[src/rtl/aes_fifo_block_sched.sv]
// aes_fifo_block_sched: sequences one AES block at a time.
// It pops four words from the input FIFO, starts the AES core, waits for the
// result, and then pushes the four result words into the output FIFO.
// Optional: define AES_SCHED_TIMEOUT_EN to enable a watchdog on WAIT.
// When it fires, the block sets sts_timeout and parks in ERR until ctl_clear.
module aes_fifo_block_sched #(
  parameter int CNT_W          = 32,
  parameter int TIMEOUT_CYCLES = 4096
) (
  input  logic             clk_main_a0,
  input  logic             rst_main_n,
  input  logic             ctl_enable,
  input  logic             ctl_clear,
  input  logic             in_empty,
  output logic             in_rd_en,
  input  logic [31:0]      in_rdata,
  output logic             aes_start,
  output logic [127:0]     aes_din,
  input  logic             aes_done,
  input  logic [127:0]     aes_dout,
  input  logic             out_full,
  output logic             out_wr_en,
  output logic [31:0]      out_wdata,
  output logic             sts_busy,
  output logic [2:0]       sts_state,
  output logic [CNT_W-1:0] sts_blk_cnt,
  output logic             sts_timeout
);

  typedef enum logic [2:0] {
    ST_IDLE   = 3'd0,
    ST_GATHER = 3'd1,
    ST_START  = 3'd2,
    ST_WAIT   = 3'd3,
    ST_DRAIN  = 3'd4,
    ST_ERR    = 3'd5
  } state_t;

  state_t         state;
  logic [2:0]     issued;   // pops issued in the current block
  logic [1:0]     cap_cnt;  // words captured so far; also the pack slot
  logic           rd_pend;  // in_rdata carries a popped word this cycle
  logic [2:0]     written;  // result words pushed so far
  logic [127:0]   result;

`ifdef AES_SCHED_TIMEOUT_EN
  localparam int TMO_W = $clog2(TIMEOUT_CYCLES) + 1;
  logic [TMO_W-1:0] tmo_cnt;
  logic             tmo_flag;
  assign sts_timeout = tmo_flag;
`else
  assign sts_timeout = 1'b0;
`endif

  // FIFO strobes are decoded combinationally so that they respond to
  // empty/full in the same cycle and never pop empty or push full.
  assign in_rd_en  = (state == ST_GATHER) && !in_empty && (issued < 3'd4);
  assign out_wr_en = (state == ST_DRAIN) && !out_full && (written < 3'd4);
  // The MSB word goes first: slot k occupies bits [127-32k -: 32].
  assign out_wdata = result[{~written[1:0], 5'b0} +: 32];
  assign aes_start = (state == ST_START);
  assign sts_busy  = (state != ST_IDLE);
  assign sts_state = state;

  // Block sequencer. ctl_clear overrides everything else that happens in the same cycle.
  always_ff @(posedge clk_main_a0 or negedge rst_main_n) begin
    if (!rst_main_n) begin
      state       <= ST_IDLE;
      issued      <= '0;
      cap_cnt     <= '0;
      rd_pend     <= 1'b0;
      written     <= '0;
      result      <= '0;
      aes_din     <= '0;
      sts_blk_cnt <= '0;
`ifdef AES_SCHED_TIMEOUT_EN
      tmo_cnt     <= '0;
      tmo_flag    <= 1'b0;
`endif
    end else if (ctl_clear) begin
      // A pop issued in this cycle still leaves the FIFO. Clearing rd_pend
      // drops its data.
      state       <= ST_IDLE;
      issued      <= '0;
      cap_cnt     <= '0;
      rd_pend     <= 1'b0;
      written     <= '0;
      sts_blk_cnt <= '0;
`ifdef AES_SCHED_TIMEOUT_EN
      tmo_cnt     <= '0;
      tmo_flag    <= 1'b0;
`endif
    end else begin
      rd_pend <= in_rd_en;
      case (state)
        ST_IDLE: if (ctl_enable) state <= ST_GATHER;
        ST_GATHER: begin
          if (in_rd_en) issued <= issued + 3'd1;
          if (rd_pend) begin
            aes_din[{~cap_cnt, 5'b0} +: 32] <= in_rdata;
            cap_cnt <= cap_cnt + 2'd1;
            if (cap_cnt == 2'd3) begin
              issued <= '0;
              state  <= ST_START;
            end
          end
        end
        ST_START: begin
          state <= ST_WAIT;
`ifdef AES_SCHED_TIMEOUT_EN
          tmo_cnt <= '0;
`endif
        end
        ST_WAIT: begin
          if (aes_done) begin
            result  <= aes_dout;
            written <= '0;
            state   <= ST_DRAIN;
          end
`ifdef AES_SCHED_TIMEOUT_EN
          else if (tmo_cnt == TMO_W'(TIMEOUT_CYCLES - 1)) begin
            tmo_flag <= 1'b1;
            state    <= ST_ERR;
          end else begin
            tmo_cnt <= tmo_cnt + TMO_W'(1);
          end
`endif
        end
        ST_DRAIN: begin
          if (out_wr_en) begin
            written <= written + 3'd1;
            if (written == 3'd3) begin
              written     <= '0;
              sts_blk_cnt <= sts_blk_cnt + CNT_W'(1);
              state       <= ctl_enable ? ST_GATHER : ST_IDLE;
            end
          end
        end
        ST_ERR: state <= ST_ERR;
        default: state <= ST_IDLE;
      endcase
    end
  end

endmodule
[config.mk]
export PLATFORM = sky130hd
export DESIGN_NAME = aes_fifo_block_sched
export DESIGN_NICKNAME = d
export VERILOG_FILES = /design/src/rtl/aes_fifo_block_sched.sv
export SDC_FILE = /design/constraint.sdc
export NUM_CORES = 1
export LEC_CHECK = 0
export ABC_CLOCK_PERIOD_IN_PS = 2550
export CORE_UTILIZATION = 47
export CTS_CLUSTER_DIAMETER = 150
export CTS_CLUSTER_SIZE = 10
export DETAILED_ROUTE_END_ITERATION = 8
export PLACE_DENSITY = 0.83
export SLEW_MARGIN = 20
export SYNTH_ARGS = -nofsm -noshare
export SYNTH_HDL_FRONTEND = slang
export SYNTH_SLANG_ARGS = --single-unit
[constraint.sdc]
create_clock -name clk_main_a0 -period 2.55 [get_ports clk_main_a0]
set_input_delay 0.51 -clock clk_main_a0 [delete_from_list [all_inputs] [get_ports clk_main_a0]]
set_output_delay 0.51 -clock clk_main_a0 [all_outputs]
set_load 0.02 [all_outputs]
==> results.sh, run 1 <==
export IMPL_path_buf_inv=3
export IMPL_holdWs_ns=0.478
export IMPL_cts_sinks=300
export IMPL_final_cells=1893
export IMPL_grt_antenna_before_repair=0
export IMPL_synth_seq_cells=300
export IMPL_io_buffers=365
export IMPL_cp_arrival_ns=1.98
export IMPL_fp_dieW_um=169
export IMPL_critPathTopFamily="buffers and inverters"
export IMPL_crit_chain="buf_12 -> buf_6 -> mux4_2 -> clkdlybuf4s15_2"
export IMPL_h_tree_depth=2
export IMPL_tns_ns=0
export IMPL_seq_area_um2=7510
export IMPL_maxCapViolations=0
export IMPL_ys_seq_area_frac=0.573
export IMPL_clk_pin_slew_ns=0.06
export IMPL_p_leak_uw=0.00774
export IMPL_drive_gt1_frac=0.202
export IMPL_clock_tree_buffer_depth=3
export IMPL_skew_ns=0.00898
export IMPL_start_util=0.482
export IMPL_fmax_mhz=402
export IMPL_syn_num_nets=1324
export IMPL_synth_cells=1149
export IMPL_cts_tree="done"
export IMPL_cts_root_buf="clkbuf_16"
export IMPL_relSlewSlack=0.535
export IMPL_drt_drc_violations_left=0
export IMPL_row_count=60
export IMPL_via_per_inst=5.46
export IMPL_hpwl_um=25400
export IMPL_crit_fanout=6
export IMPL_antenna_left=0
export IMPL_areaGrowthSynthToFinish_pct=39.5
export IMPL_grt_pass1_wl_um=59200
export IMPL_cp_slowest_cell="mux4_2"
export IMPL_p_per_area_nw_per_um2=832
export IMPL_vias=10300
export IMPL_min_period_ns=2.49
export IMPL_yosysMostFrequentCell="dfrtp_1"
export IMPL_numCtsBuffers=35
export IMPL_io_pins=367
export IMPL_synth_common_cells="dfrtp_1, nand2_1, mux2_2, o21ai_0, clkbuf_1"
export IMPL_status="complete, no violations"
export IMPL_ir_worst_vdd_v=0.000613
export IMPL_syn_avg_cell_area_um2=11.4
export IMPL_dr_pass1_iters=6
export IMPL_fin_area_um2=18300
export IMPL_critical_path_max_stage_delay_ns=0.52
export IMPL_setup_viol=0
export IMPL_grt_pass1_vias=11000
export IMPL_ys_async_sr_fraction=1.00
export IMPL_tightest_slew_ns=0.697
export IMPL_first_iter_violations=663
export IMPL_coreArea_um2=27200
export IMPL_syn_area_um2=13100
export IMPL_final_nets=1696
export IMPL_die_y_um=169
export IMPL_yosysUniqueCellTypes=47
export IMPL_grt_max_degree=65
export IMPL_grt_usage=0.268
export IMPL_hold_viol=0
export IMPL_clkLatencyLatePin_ns=0.50
export IMPL_dpl_cell_area_um2=17400
export IMPL_routabilityCongestion=0.826
export IMPL_yosysTopAreaCell="dfrtp_1"
export IMPL_totalWireLength_um=37200
export IMPL_overflow=0
export IMPL_timing_final_crit_share=0.976
export IMPL_rsz0062_at_grt="no"
export IMPL_place_inst=1852
export IMPL_detail_route_wl_per_cell_um=19.6
export IMPL_crit_type="register to output pin"
export IMPL_num_fill_cells=2027
export IMPL_ys_flop_type="dfrtp_1"
export IMPL_hp_class="register to register"
export IMPL_endpoint_kind="output pin"
export IMPL_die_area_um2=28500
export IMPL_crit_required_ns=2.04
export IMPL_synth_top_area_share=0.573
export IMPL_yosys_warnings=0
export IMPL_cp_start_kind="register"
export IMPL_synth_edf_count=0
export IMPL_n_antenna_cell=0
export IMPL_drv_slew=0
export IMPL_multi_input_area_um2=5290
export IMPL_ys_top_cells_by_area="dfrtp_1, mux2_2, nand2_1"
power breakdown:
part	leakage [µW]	switching [µW]	internal (µW)	total, µW
registers	0.00401	761	6040	6800
clock network	0.000437	1800	2420	4220
logic	0.00329	1930	2250	4190
total	0.00774	4490	10700	15200
worst min-delay path, cell delays in order, from the launching register on:
cell and delay (ns):
dfrtp_1 0.34, nand2_1 0.05, o21ai_0 0.06
repair_timing:
action,CTS,global route
endpoints found under the hold margin,54,0
endpoints found under the setup margin,34,19
hold buffers,1,0
pin swaps,0,0
gates resized for setup,121,15
cloned,1,0
buffers inserted,3,0
logic make-up after synthesis:
logic type,synth area share
AO/OA/AOI/OAI,0.0725
XOR/XNOR,0.00535
adder cells (fa/ha/maj),0.00764
buffers and inverters,0.0267
flip-flops,0.573
multiplexers,0.175
other,0.000286
AND/OR/NAND/NOR,0.140
registers in the layout (all words and copies together) (netlist names):
name and count:
result 128, rd_pend 1, sts_state 3, issued 3, sts_blk_cnt 32, written 3, cap_cnt 2, aes_din 128
worst paths after layout:
path | start | end | slack (ns) | depth (start not counted)
max | written[0]$_DFFE_PN0P_ | out_wdata[27] | 0.06 | 4
min | aes_din[119]$_DFFE_PN0P_ | aes_din[119]$_DFFE_PN0P_ | 0.48 | 2
max reg2reg | sts_blk_cnt[0]$_DFFE_PN0P_ | sts_blk_cnt[30]$_DFFE_PN0P_ | 0.26 | 6
min reg2reg | aes_din[119]$_DFFE_PN0P_ | aes_din[119]$_DFFE_PN0P_ | 0.48 | 2
max in group asynchronous | rst_main_n | result[81]$_DFFE_PN0P_ | 1.24 | 3
min in group asynchronous | rst_main_n | aes_din[33]$_DFFE_PN0P_ | 0.58 | 2
metal layers:
metal | routed length (µm) | global-route usage
met5 | 0 | 0
met4 | 1780 | 0.129
met2 | 18100 | 0.448
met3 | 3200 | 0.0837
met1 | 14100 | 0.314
per-stage QoR:
stage / util / power (µW) / setup WS (ns)
6_report: 0.672 / 15200 / 0.0620
5_1_grt: 0.672 / 15900 / 0.0113
4_1_cts: 0.674 / 15300 / 0.00341
3_5_place_dp: 0.640 / 11200 / -0.174
3_3_place_gp: 0.640 / 10900 / -0.164
2_1_floorplan: - / 9040 / 0.286
area by class of cell:
cell class	instances	area share
clock buffers	36	0.0482
clock inverters	1	0.000479
inverters	6	0.00123
multi-input cells	765	0.290
flip-flops and latches	300	0.411
well taps	372	0.0255
repair buffers	413	0.224
layout by cell type, fill, tap and decap left out, types with 3 or more instances in the layout:
master	synthesis	layout
and2_1	6	6
or3_1	4	4
clkdlybuf4s15_2	0	10
clkdlybuf4s50_1	0	327
nor2b_1	10	10
nor3_1	6	4
o21a_1	4	4
inv_1	6	6
buf_4	1	33
nor2_1	23	22
nor4_1	12	12
nor3_2	1	3
ha_1	8	8
and4_1	4	4
buf_12	0	12
dfrtp_1	300	298
o31ai_1	11	11
mux4_2	32	32
xor2_1	6	6
clkbuf_16	0	35
nand4_1	15	15
or4_1	12	12
and3_1	3	3
nor3b_1	5	3
buf_2	24	24
a21oi_1	17	17
o21ai_0	131	131
o31a_1	3	3
nand2_1	272	272
nand3_2	0	4
mux2_2	139	139
nand3_1	19	15
Power figures use the tool's default switching activity.
==> inputs of run 2 (changes only) <==
- ABC_CLOCK_PERIOD_IN_PS: 2550 -> 2500
- clock period: 2.55 -> 2.5 ns (I/O delays scaled with it)
==> run 2 against run 1 <==
Cell count rose by 0.42%. Largest cell class unchanged. Die area did not move. Sequential power rose by 2%.
==> results.sh, run 2 (synthesized netlist as in run 1, its figures left out) <==
export IMPL_maxCapViolations=0
export IMPL_io_pins=367
export IMPL_detail_route_wl_per_cell_um=19.1
export IMPL_cp_arrival_ns=1.91
export IMPL_die_area_um2=28500
export IMPL_path_buf_inv=2
export IMPL_fin_area_um2=18300
export IMPL_hold_buffers=0
export IMPL_critical_path_max_stage_delay_ns=0.50
export IMPL_cp_start_kind="register"
export IMPL_endpoint_kind="output pin"
export IMPL_drive_gt1_frac=0.204
export IMPL_hp_class="primary input to async pin"
export IMPL_crit_fanout=8
export IMPL_grt_pass1_vias=10900
export IMPL_clk_pin_slew_ns=0.06
export IMPL_relSlewSlack=0.548
export IMPL_setup_viol=0
export IMPL_wl_met3_um=3150
export IMPL_drv_slew=0
export IMPL_vias=10500
export IMPL_place_inst=1860
export IMPL_io_buffers=365
export IMPL_grt_antenna_before_repair=0
export IMPL_rsz0062_at_grt="no"
export IMPL_timing_final_crit_share=0.964
export IMPL_grt_max_degree=79
export IMPL_drt_drc_violations_left=0
export IMPL_row_count=60
export IMPL_h_tree_depth=2
export IMPL_num_fill_cells=1995
export IMPL_clkLatencyLatePin_ns=0.50
export IMPL_tightest_slew_ns=0.678
export IMPL_grt_pass1_wl_um=57900
export IMPL_crit_chain="buf_6 -> mux4_2 -> dlygate4sd2_1"
export IMPL_cts_root_buf="clkbuf_16"
export IMPL_routabilityCongestion=0.834
export IMPL_fp_dieW_um=169
export IMPL_hpwl_um=25500
export IMPL_ir_worst_vdd_v=0.000666
export IMPL_hold_viol=0
export IMPL_n_antenna_cell=0
export IMPL_totalWireLength_um=36200
export IMPL_dpl_cell_area_um2=17500
export IMPL_antenna_left=0
export IMPL_skew_ns=0.0100
export IMPL_overflow=0
export IMPL_final_nets=1704
export IMPL_fmax_mhz=415
export IMPL_cp_slowest_cell="mux4_2"
export IMPL_critPathTopFamily="buffers and inverters"
export IMPL_die_y_um=169
export IMPL_wl_met2_um=17900
export IMPL_final_cells=1901
export IMPL_clock_tree_buffer_depth=3
export IMPL_p_total_uw=15400
export IMPL_cts_sinks=300
export IMPL_crit_type="register to output pin"
export IMPL_final_cell_mix="clkdlybuf4s50_1, dfrtp_1, nand2_1"
export IMPL_top_layer_used="met4"
export IMPL_numCtsBuffers=35
export IMPL_cts_tree="done"
export IMPL_wl_met1_um=13600
export IMPL_p_per_area_nw_per_um2=840
export IMPL_first_iter_violations=718
export IMPL_start_util=0.482
export IMPL_min_period_ns=2.41
export IMPL_areaGrowthSynthToFinish_pct=39.8
export IMPL_final_common_cell="clkdlybuf4s50_1"
export IMPL_crit_required_ns=2.00
export IMPL_via_per_inst=5.50
export IMPL_dr_pass1_iters=7
export IMPL_status="complete, no violations"
export IMPL_coreArea_um2=27200
export IMPL_p_leak_uw=0.00778
export IMPL_reg_top3="aes_din: 128 flops, result: 128 flops, sts_blk_cnt: 32 flops"
export IMPL_grt_usage=0.259
[run 2: layer usage]
metal  GRT usage  vias to the layer above
met5           0                        -
met4       0.117                        0
met3      0.0772                       95
met2       0.440                      457
met1       0.304                     5161
li1            -                     4748
[run 2: path summary, 6_finish.rpt]
check,slack (ns),endpoint,depth (start not counted),startpoint
max in group asynchronous,1.74,result[102]$_DFFE_PN0P_,2,rst_main_n
max,0.09,out_wdata[27],3,written[0]$_DFFE_PN0P_
min reg2reg,0.48,aes_din[61]$_DFFE_PN0P_,2,aes_din[61]$_DFFE_PN0P_
max reg2reg,0.27,sts_blk_cnt[30]$_DFFE_PN0P_,5,sts_blk_cnt[0]$_DFFE_PN0P_
min in group clk_main_a0,0.44,sts_state[2]$_DFFE_PN0P_,3,ctl_clear
min,0.04,sts_blk_cnt[4]$_DFFE_PN0P_,1,rst_main_n
[run 2: final cells by class]
cell class	instances	area, µm²	area share
clock inverter	1	8.76	0.000478
multi-input combinational	765	5290	0.289
tap	372	465	0.0254
timing repair buffer	421	4130	0.226
sequential	300	7510	0.410
inverter	6	22.5	0.00123
clock buffer	36	880	0.0481
[run 2: worst register-to-register path, stage by stage, from the launching register on]
cell and delay, ns:
dfrtp_1 0.41, ha_1 0.24, nand2_1 0.11, or4_4 0.63
nor4_1 0.35, mux2_2 0.38
[run 2: report_power, final]
group | total [µW] | switching [µW] | internal (µW)
Sequential | 6920 | 758 | 6160
Clock | 4260 | 1790 | 2470
Combinational | 4200 | 1940 | 2260
Total | 15400 | 4490 | 10900
[run 2: metrics by stage]
step	setup TNS [ns]	util	setup slack [ns]	hold slack, ns
floorplan	0	-	0.236	0.204
global placement	-0.201	0.644	-0.201	0.461
detailed placement	-0.196	0.644	-0.196	0.470
CTS	0	0.679	0.000679	0.0332
global route	0	0.674	0.00604	0.0643
finish	0	0.674	0.0889	0.0362
[run 2: repair_timing]
item                       CTS  global route
setup endpoints to repair   35            32
gates resized for setup     89            36
setup buffers                3             1
